**src/rtl/sort_4_if.sv**
```systemverilog
// Bundle of the sort_4 input set and sorted result.
// The master drives a set to be sorted; the slave (the sorter) returns the ordered set.
interface sort_4_if #(
    parameter int WIDTH = 4
);
    logic             in_valid;
    logic [WIDTH-1:0] a;
    logic [WIDTH-1:0] b;
    logic [WIDTH-1:0] c;
    logic [WIDTH-1:0] d;
    logic             out_valid;
    logic [WIDTH-1:0] ra;
    logic [WIDTH-1:0] rb;
    logic [WIDTH-1:0] rc;
    logic [WIDTH-1:0] rd;

    modport master (
        output in_valid, a, b, c, d,
        input  out_valid, ra, rb, rc, rd
    );

    modport slave (
        input  in_valid, a, b, c, d,
        output out_valid, ra, rb, rc, rd
    );
endinterface

```
**src/rtl/sort_4.sv**
```systemverilog
// Pipelined four-input unsigned sorting network with 3-cycle latency.
// The network uses five compare-exchange units; each stage's data loads only when that stage carries a valid set.
module sort_4 #(
    parameter int WIDTH = 4
) (
    input  logic     clk,
    input  logic     rst_n,
    sort_4_if.slave  bus
);
    // Input capture register, followed by the three CE stages.
    // The capture register sets the result at edge N+3.
    logic             r_v0;
    logic             r_v1;
    logic             r_v2;
    logic             r_v3;
    logic [WIDTH-1:0] r_x0, r_x1, r_x2, r_x3;
    logic [WIDTH-1:0] r_s1_0, r_s1_1, r_s1_2, r_s1_3;
    logic [WIDTH-1:0] r_s2_0, r_s2_1, r_s2_2, r_s2_3;
    logic [WIDTH-1:0] r_ra, r_rb, r_rc, r_rd;

    logic [WIDTH-1:0] w_s1_0, w_s1_1, w_s1_2, w_s1_3;
    logic [WIDTH-1:0] w_s2_0, w_s2_1, w_s2_2, w_s2_3;
    logic [WIDTH-1:0] w_s3_1, w_s3_2;

    always_comb begin
        w_s1_0 = r_x0;
        w_s1_1 = r_x1;
        w_s1_2 = r_x2;
        w_s1_3 = r_x3;
        if (r_x1 < r_x0) begin
            w_s1_0 = r_x1;
            w_s1_1 = r_x0;
        end
        if (r_x3 < r_x2) begin
            w_s1_2 = r_x3;
            w_s1_3 = r_x2;
        end
    end

    always_comb begin
        w_s2_0 = r_s1_0;
        w_s2_1 = r_s1_1;
        w_s2_2 = r_s1_2;
        w_s2_3 = r_s1_3;
        if (r_s1_2 < r_s1_0) begin
            w_s2_0 = r_s1_2;
            w_s2_2 = r_s1_0;
        end
        if (r_s1_3 < r_s1_1) begin
            w_s2_1 = r_s1_3;
            w_s2_3 = r_s1_1;
        end
    end

    always_comb begin
        w_s3_1 = r_s2_1;
        w_s3_2 = r_s2_2;
        if (r_s2_2 < r_s2_1) begin
            w_s3_1 = r_s2_2;
            w_s3_2 = r_s2_1;
        end
    end

    always_ff @(posedge clk or negedge rst_n) begin
        if (!rst_n) begin
            r_v0   <= 1'b0;
            r_v1   <= 1'b0;
            r_v2   <= 1'b0;
            r_v3   <= 1'b0;
            r_x0   <= '0;
            r_x1   <= '0;
            r_x2   <= '0;
            r_x3   <= '0;
            r_s1_0 <= '0;
            r_s1_1 <= '0;
            r_s1_2 <= '0;
            r_s1_3 <= '0;
            r_s2_0 <= '0;
            r_s2_1 <= '0;
            r_s2_2 <= '0;
            r_s2_3 <= '0;
            r_ra   <= '0;
            r_rb   <= '0;
            r_rc   <= '0;
            r_rd   <= '0;
        end else begin
            r_v0 <= bus.in_valid;
            r_v1 <= r_v0;
            r_v2 <= r_v1;
            r_v3 <= r_v2;
            if (bus.in_valid) begin
                r_x0 <= bus.a;
                r_x1 <= bus.b;
                r_x2 <= bus.c;
                r_x3 <= bus.d;
            end
            if (r_v0) begin
                r_s1_0 <= w_s1_0;
                r_s1_1 <= w_s1_1;
                r_s1_2 <= w_s1_2;
                r_s1_3 <= w_s1_3;
            end
            if (r_v1) begin
                r_s2_0 <= w_s2_0;
                r_s2_1 <= w_s2_1;
                r_s2_2 <= w_s2_2;
                r_s2_3 <= w_s2_3;
            end
            if (r_v2) begin
                r_ra <= r_s2_0;
                r_rb <= w_s3_1;
                r_rc <= w_s3_2;
                r_rd <= r_s2_3;
            end
        end
    end

    assign bus.out_valid = r_v3;
    assign bus.ra        = r_ra;
    assign bus.rb        = r_rb;
    assign bus.rc        = r_rc;
    assign bus.rd        = r_rd;
endmodule

```
**src/flat_wrapper.sv**
```systemverilog
// flat-port wrapper written by rule: the top's interface ports become plain ports
module sort_4_flat 
#(
    parameter int WIDTH = 4
)
  (clk, rst_n, bus_in_valid, bus_a, bus_b, bus_c, bus_d, bus_out_valid, bus_ra, bus_rb, bus_rc, bus_rd);
  sort_4_if #(.WIDTH(WIDTH)) bus_i ();
  input  logic clk;
  input  logic rst_n;
  input wire logic [$bits(bus_i.in_valid)-1:0] bus_in_valid;
  input wire logic [$bits(bus_i.a)-1:0] bus_a;
  input wire logic [$bits(bus_i.b)-1:0] bus_b;
  input wire logic [$bits(bus_i.c)-1:0] bus_c;
  input wire logic [$bits(bus_i.d)-1:0] bus_d;
  output wire logic [$bits(bus_i.out_valid)-1:0] bus_out_valid;
  output wire logic [$bits(bus_i.ra)-1:0] bus_ra;
  output wire logic [$bits(bus_i.rb)-1:0] bus_rb;
  output wire logic [$bits(bus_i.rc)-1:0] bus_rc;
  output wire logic [$bits(bus_i.rd)-1:0] bus_rd;
  assign bus_i.in_valid = bus_in_valid;
  assign bus_i.a = bus_a;
  assign bus_i.b = bus_b;
  assign bus_i.c = bus_c;
  assign bus_i.d = bus_d;
  assign bus_out_valid = bus_i.out_valid;
  assign bus_ra = bus_i.ra;
  assign bus_rb = bus_i.rb;
  assign bus_rc = bus_i.rc;
  assign bus_rd = bus_i.rd;
  sort_4 #(.WIDTH(WIDTH)) u_core (.clk(clk), .rst_n(rst_n), .bus(bus_i));
endmodule
```
**config.mk**
```make
export PLATFORM = sky130hd
export DESIGN_NAME = sort_4_flat
export DESIGN_NICKNAME = d
export VERILOG_FILES = /design/src/rtl/sort_4_if.sv /design/src/rtl/sort_4.sv /design/src/flat_wrapper.sv
export SDC_FILE = /design/constraint.sdc
export NUM_CORES = 1
export LEC_CHECK = 0
export CORE_MARGIN = 4
export CORE_UTILIZATION = 50
export CTS_CLUSTER_DIAMETER = 60
export CTS_CLUSTER_SIZE = 8
export DETAILED_ROUTE_END_ITERATION = 7
export PLACE_DENSITY = 0.72
export SYNTH_ARGS = -nofsm -noshare
export SYNTH_HDL_FRONTEND = slang
export SYNTH_SLANG_ARGS = --single-unit
```
**constraint.sdc**
```tcl
create_clock -name clk -period 4.6 [get_ports clk]
set_input_delay 1.15 -clock clk [delete_from_list [all_inputs] [get_ports clk]]
set_output_delay 1.15 -clock clk [all_outputs]
set_load 0.005 [all_outputs]
```
==> flow_summary.toml, run 1 <==
[die]
fp.coreArea_mm2 = 0.00639
die_w_um = 89.2
row_count = 29
die-area_mm2 = 0.00795
start_util_pct = 51.6
chipHeight_um = 89.2
ios = 36

[clocking]
cts.sinks = 68
clk_pin_slew_ns = 0.07
hold_buffers = 0
clockRootBuffer = "clkbuf_8"
cts_made_buffers = 9
h-tree-depth = 3
cts_resized = 0
clock_latency_ns = 0.34
tritoncts = "built"
postCtsSetupBuffers = 0
cts.path.max_buffers = 2

[cells_and_area]
post-route-util_pct = 60.6
n_fill_cell = 587
drive_gt1_share_pct = 12.4
final_nets = 371
final_cells = 408
layout-area-overhead-vs-synth_pct = 17.5
diodes = 0

[placement]
gp_congestion = 0.745
dp_hpwl_mm = 3.76
dp_slack_ns = 1.93
dp.cells = 393
port_buffers = 35

[setup_path]
max_stage_delay_ns = 0.50
cpLargestDelayFamily = "buffers and inverters"
crit_type = "reg -> out"
critPathCaptureType = "primary output"
critPathRequiredTime_ns = 3.45
crit_slowest_cell = "clkdlybuf4s50_1"
crit_chain = "clkdlybuf4s50_1"
path_buf_inv = 1
crit_fanout = 2
start_kind = "flip-flop"
worstPathArrival_ns = 1.19

[timing]
worst_slew_pin_slew_ns = 0.881
setup_viol = 0
rsz0062_at_grt = "no"
fin_crit_ns = 2.34
period_share_pct = 50.9
setup_slack_ns = 2.26
tns_ns = 0
relSlewSlack_pct = 41.2
maxSlewViolCount = 0
finalHoldViolCount = 0
max_freq_mhz = 427
clock_skew_ns = 0.00523

[grt]
antenna_found_initial = 0
grt_pass1_wl_mm = 9.47
grt-ovfl-total = 0
grt_pass1_vias = 2033
grt_max_degree = 69
grt_usage_pct = 15.7

[logic_synthesis]
ys_seq_area_share_pct = 51.6
synth_cell_types = 18
avgSynthCellArea_um2 = 11.3
synthCells = 291
yosys_register_bits = 68
syn_area_mm2 = 0.00330
synth_fp_nets = 335
yosysWarnings = 0

[detailed_routing]
avgRoutedWirePerCell_um = 12.7
drc_errors = 0
met2_length_mm = 2.40
drtAntennaViolNets = 0
via_per_inst = 5.17
wl_met1_mm = 2.41
wl_met3_um = 266
dr.pass1.iters = 6
wl_mm = 5.17
num_vias = 2111
dr.max_layer_used = "met4"
drt-initial-drc-count = 63

[run_status]
status = "finished, final reports clean"

[pwr]
p_leak_nw = 1.79
total_power_mw = 1.75
power_density_mw_per_mm2 = 452
ir_worst_vdd_v = 0.000232

[job]
max_cap_viol_count = 0

[worst_hold_path]
worst_hold_path_type = "reg -> reg"
## cells by family after synthesis
family,share of synthesized area [%]
compound gates,10.1
fa+ha+maj,9.49
buf+inv,3.99
flops,51.6
mux,15.9
simple gates,8.96
## worst paths after layout
| path | start | to | slack (ns) | cells past startpoint |
|---|---|---|---|---|
| hold reg to reg | u_core.bus.rd[3] | u_core.bus.rd[3] | 0.50 | 1 |
| min in group asynchronous | rst_n | u_core.bus.rc[3] | 0.98 | 2 |
| setup reg to reg | u_core.r_x1[1] | u_core.r_s1_1[1] | 2.48 | 5 |
| max in group asynchronous | rst_n | u_core.r_x0[1] | 3.06 | 2 |
| setup / recovery | u_core.bus.rc[1] | bus_rc[1] | 2.26 | 1 |
| hold / removal | u_core.bus.rd[3] | u_core.bus.rd[3] | 0.50 | 1 |
## synth_stat cells, drive strengths merged
master / count / share of area (%)
dfrtp: 68 / 52
nor2: 35 / 4.0
a21oi: 33 / 5.0
mux2i: 32 / 9.7
ha: 25 / 9.5
inv: 24 / 2.7
mux2: 18 / 6.2
nand2: 11 / 1.3
o21ai: 11 / 1.7
clkbuf: 10 / 1.1
nor2b: 6 / 1.1
nand2b: 4 / 0.76
a311oi: 3 / 2.4
or2: 3 / 0.57
or3b: 3 / 0.80
nor3b: 2 / 0.46
o311ai: 2 / 0.99
buf: 1 / 0.11
## cell usage in the layout (no fill, tap or decap), types with 2 or more instances in the layout
master            n
ha_1             25
clkbuf_1          2
mux2_2           18
a21oi_1          33
nand2b_1          4
o21ai_0          11
mux2i_1          32
inv_1            24
a311oi_4          3
nor2_1           35
nand2_1          11
or2_2             3
nor3b_1           2
o311ai_2          2
dfrtp_1          68
clkinv_2          2
clkbuf_8         11
nor2b_1           6
clkdlybuf4s50_1  34
or3b_1            3
## final cells by class
type                    count  area (um2)  share of cell area, %
multi-input cells         188        1460                   37.8
clock buffers              13         159                   4.10
clock inverters             2        10.0                  0.258
inverters                  24        90.1                   2.33
flip-flops and latches     68        1700                   43.9
repair buffers             36         353                   9.11
well taps                  77        96.3                   2.49
## sequential cells by signal, indices dropped and copies added, names as in the netlist
| signal | flops |
|---|---|
| u_core.bus.rd | 4 |
| u_core.r_s2_1 | 4 |
| u_core.r_s1_3 | 4 |
| u_core.r_x1 | 4 |
| u_core.r_v1 | 1 |
| u_core.bus.rc | 4 |
| u_core.r_s1_0 | 4 |
| u_core.r_x0 | 4 |
| u_core.bus.out_valid | 1 |
| u_core.r_s2_0 | 4 |
| u_core.r_s2_2 | 4 |
| u_core.r_s1_1 | 4 |
| u_core.r_v2 | 1 |
| u_core.r_s2_3 | 4 |
| u_core.r_v0 | 1 |
| u_core.r_x2 | 4 |
| u_core.r_x3 | 4 |
| u_core.bus.rb | 4 |
| u_core.r_s1_2 | 4 |
| u_core.bus.ra | 4 |
## metal layers
| layer | up-vias | track usage (%) |
|---|---|---|
| li1 | 1057 | - |
| met1 | 999 | 20.6 |
| met2 | 44 | 24.4 |
| met3 | 11 | 2.86 |
| met4 | 0 | 9.34 |
| met5 | - | 0 |
## report_power, final
group,switching [mW],leakage [nW],internal (mW)
clock network,0.204,0.0893,0.221
registers,0.102,0.774,0.722
logic,0.209,0.932,0.295
total,0.515,1.79,1.24
## per-stage QoR
| stage | cell area (um2) | hold WS [ns] |
|---|---|---|
| final | 3870 | 0.504 |
| after global routing | 3870 | 0.521 |
| after CTS | 3870 | 0.510 |
| after detailed placement | 3700 | 0.495 |
| after global placement | 3700 | 0.490 |
| after floorplan | 3300 | 0.398 |
Power figures use the tool's default switching activity.
==> run 2, diff against run 1 <==
Clock period 4.6 ns to 2.3 ns, I/O delays scaled along.
==> flow_summary.toml, run 2 (synthesized netlist as in run 1, its figures left out) <==
[run_status]
status = "finished, final reports clean"

[pwr]
p_comb_share_pct = 28.0
switchingPower_mw = 1.07
p_leak_nw = 1.86
p_clk_share_pct = 28.3
power_density_mw_per_mm2 = 941
p_seq_share_pct = 43.7
total_power_mw = 3.76
intPower_mw = 2.69
ir_worst_vdd_v = 0.000575
swShare_pct = 28.4

[cells_and_area]
final_common_cell = "dfrtp_1"
drive_gt1_share_pct = 14.7
final_nets = 378
final_cells = 416
layout-area-overhead-vs-synth_pct = 21.3
diodes = 0
layout_common_cells = "dfrtp_1, nor2_1, clkdlybuf4s50_1, a21oi_1, mux2i_1"
post-route-util_pct = 62.6

[setup_path]
crit_slowest_cell = "a311oi_4"
worstPathArrival_ns = 2.26
critPathCaptureType = "flip-flop"
start_kind = "flip-flop"
crit_fanout = 6
crit_type = "reg -> reg"
crit_chain = "ha_1, or3b_1, a311oi_4, mux2i_1, a21oi_1"
critPathRequiredTime_ns = 2.50
max_stage_delay_ns = 0.52

[detailed_routing]
num_vias = 2140
drt-initial-drc-count = 54
drtAntennaViolNets = 0
drc_errors = 0
wl_mm = 5.56
avgRoutedWirePerCell_um = 13.4
dr.pass1.iters = 4
via_per_inst = 5.14

[grt]
grt_pass1_vias = 2154
antenna_found_initial = 0
grt_pass1_wl_mm = 9.92
grt_max_degree = 29
grt-ovfl-total = 0
grt_usage_pct = 16.6

[timing]
period_share_pct = 89.6
setup_viol = 0
relSlewSlack_pct = 62.6
rsz0062_at_grt = "no"
maxSlewViolCount = 0
fin_crit_ns = 2.06
worst_slew_pin_slew_ns = 0.561
max_freq_mhz = 485
tns_ns = 0
finalHoldViolCount = 0
clock_skew_ns = 0.00849

[clocking]
cts.path.max_buffers = 2
clock_latency_ns = 0.35
h-tree-depth = 3
postCtsSetupBuffers = 0
hold_buffers = 0
cts_made_buffers = 9
cts.sinks = 68
clk_pin_slew_ns = 0.07
cts_resized = 0
clockRootBuffer = "clkbuf_8"
tritoncts = "built"

[die]
start_util_pct = 51.6
die_w_um = 89.2
chipHeight_um = 89.2
row_count = 29
ios = 36
fp.coreArea_mm2 = 0.00639
die-area_mm2 = 0.00795

[job]
max_cap_viol_count = 0

[placement]
gp_congestion = 0.773
port_buffers = 35
dp.cells = 400
dp_hpwl_mm = 4.14

[worst_hold_path]
worst_hold_path_type = "in -> async"
[run 2: layout make-up]
cell class / instances / area (um2)
Fill cell: 526 / 2390
Tap cell: 77 / 96.3
Sequential cell: 68 / 1700
Multi-Input combinational cell: 188 / 1460
Clock buffer: 11 / 141
Timing Repair Buffer: 43 / 430
Clock inverter: 5 / 75.1
Inverter: 24 / 90.1
[run 2: metal layers]
| metal | GRT usage, % | vias to the layer above | share of wire, % |
|---|---|---|---|
| li1 | - | 1072 | - |
| met1 | 20.7 | 1017 | 46 |
| met2 | 27.3 | 41 | 48 |
| met3 | 3.04 | 10 | 4.1 |
| met4 | 8.80 | 0 | 2.1 |
| met5 | 0 | - | 0 |
[run 2: stage by stage]
step / cell area (um2) / hold slack [ns] / setup slack, ns
after global placement: 3780 / 0.491 / 0.281
final: 4000 / 0.206 / 0.239
after floorplan: 3300 / 0.279 / 0.400
after detailed placement: 3780 / 0.498 / 0.240
after CTS: 4000 / 0.209 / 0.223
after global routing: 4000 / 0.247 / 0.0999
[run 2: power groups by stage]
stage	logic (mW)	registers, mW	clock network, mW
floorplan	0.690	1.62	0
global placement	1.04	1.66	0
detailed placement	1.07	1.67	0
CTS	1.07	1.65	1.10
global route	1.19	1.68	1.16
finish	1.05	1.64	1.07
[run 2: worst paths after layout]
| kind | startpoint | endpoint | slack, ns | cells after the start |
|---|---|---|---|---|
| max | u_core.r_x1[1] | u_core.r_s1_0[1] | 0.24 | 5 |
| min | rst_n | u_core.bus.rc[3] | 0.21 | 1 |
| max reg2reg | u_core.r_x1[1] | u_core.r_s1_0[1] | 0.24 | 5 |
| min reg2reg | u_core.bus.ra[1] | u_core.bus.ra[1] | 0.51 | 1 |
| max in group asynchronous | rst_n | u_core.r_x3[3] | 1.56 | 2 |
| min in group clk | u_core.bus.ra[1] | u_core.bus.ra[1] | 0.51 | 1 |
[run 2: critical path, delay by kind of cell (launching register included)]
kind	cells	cell delay, ns
simple gates	1	0.41
flops	1	0.41
compound gates	2	0.61
mux	1	0.27
fa+ha+maj	1	0.22
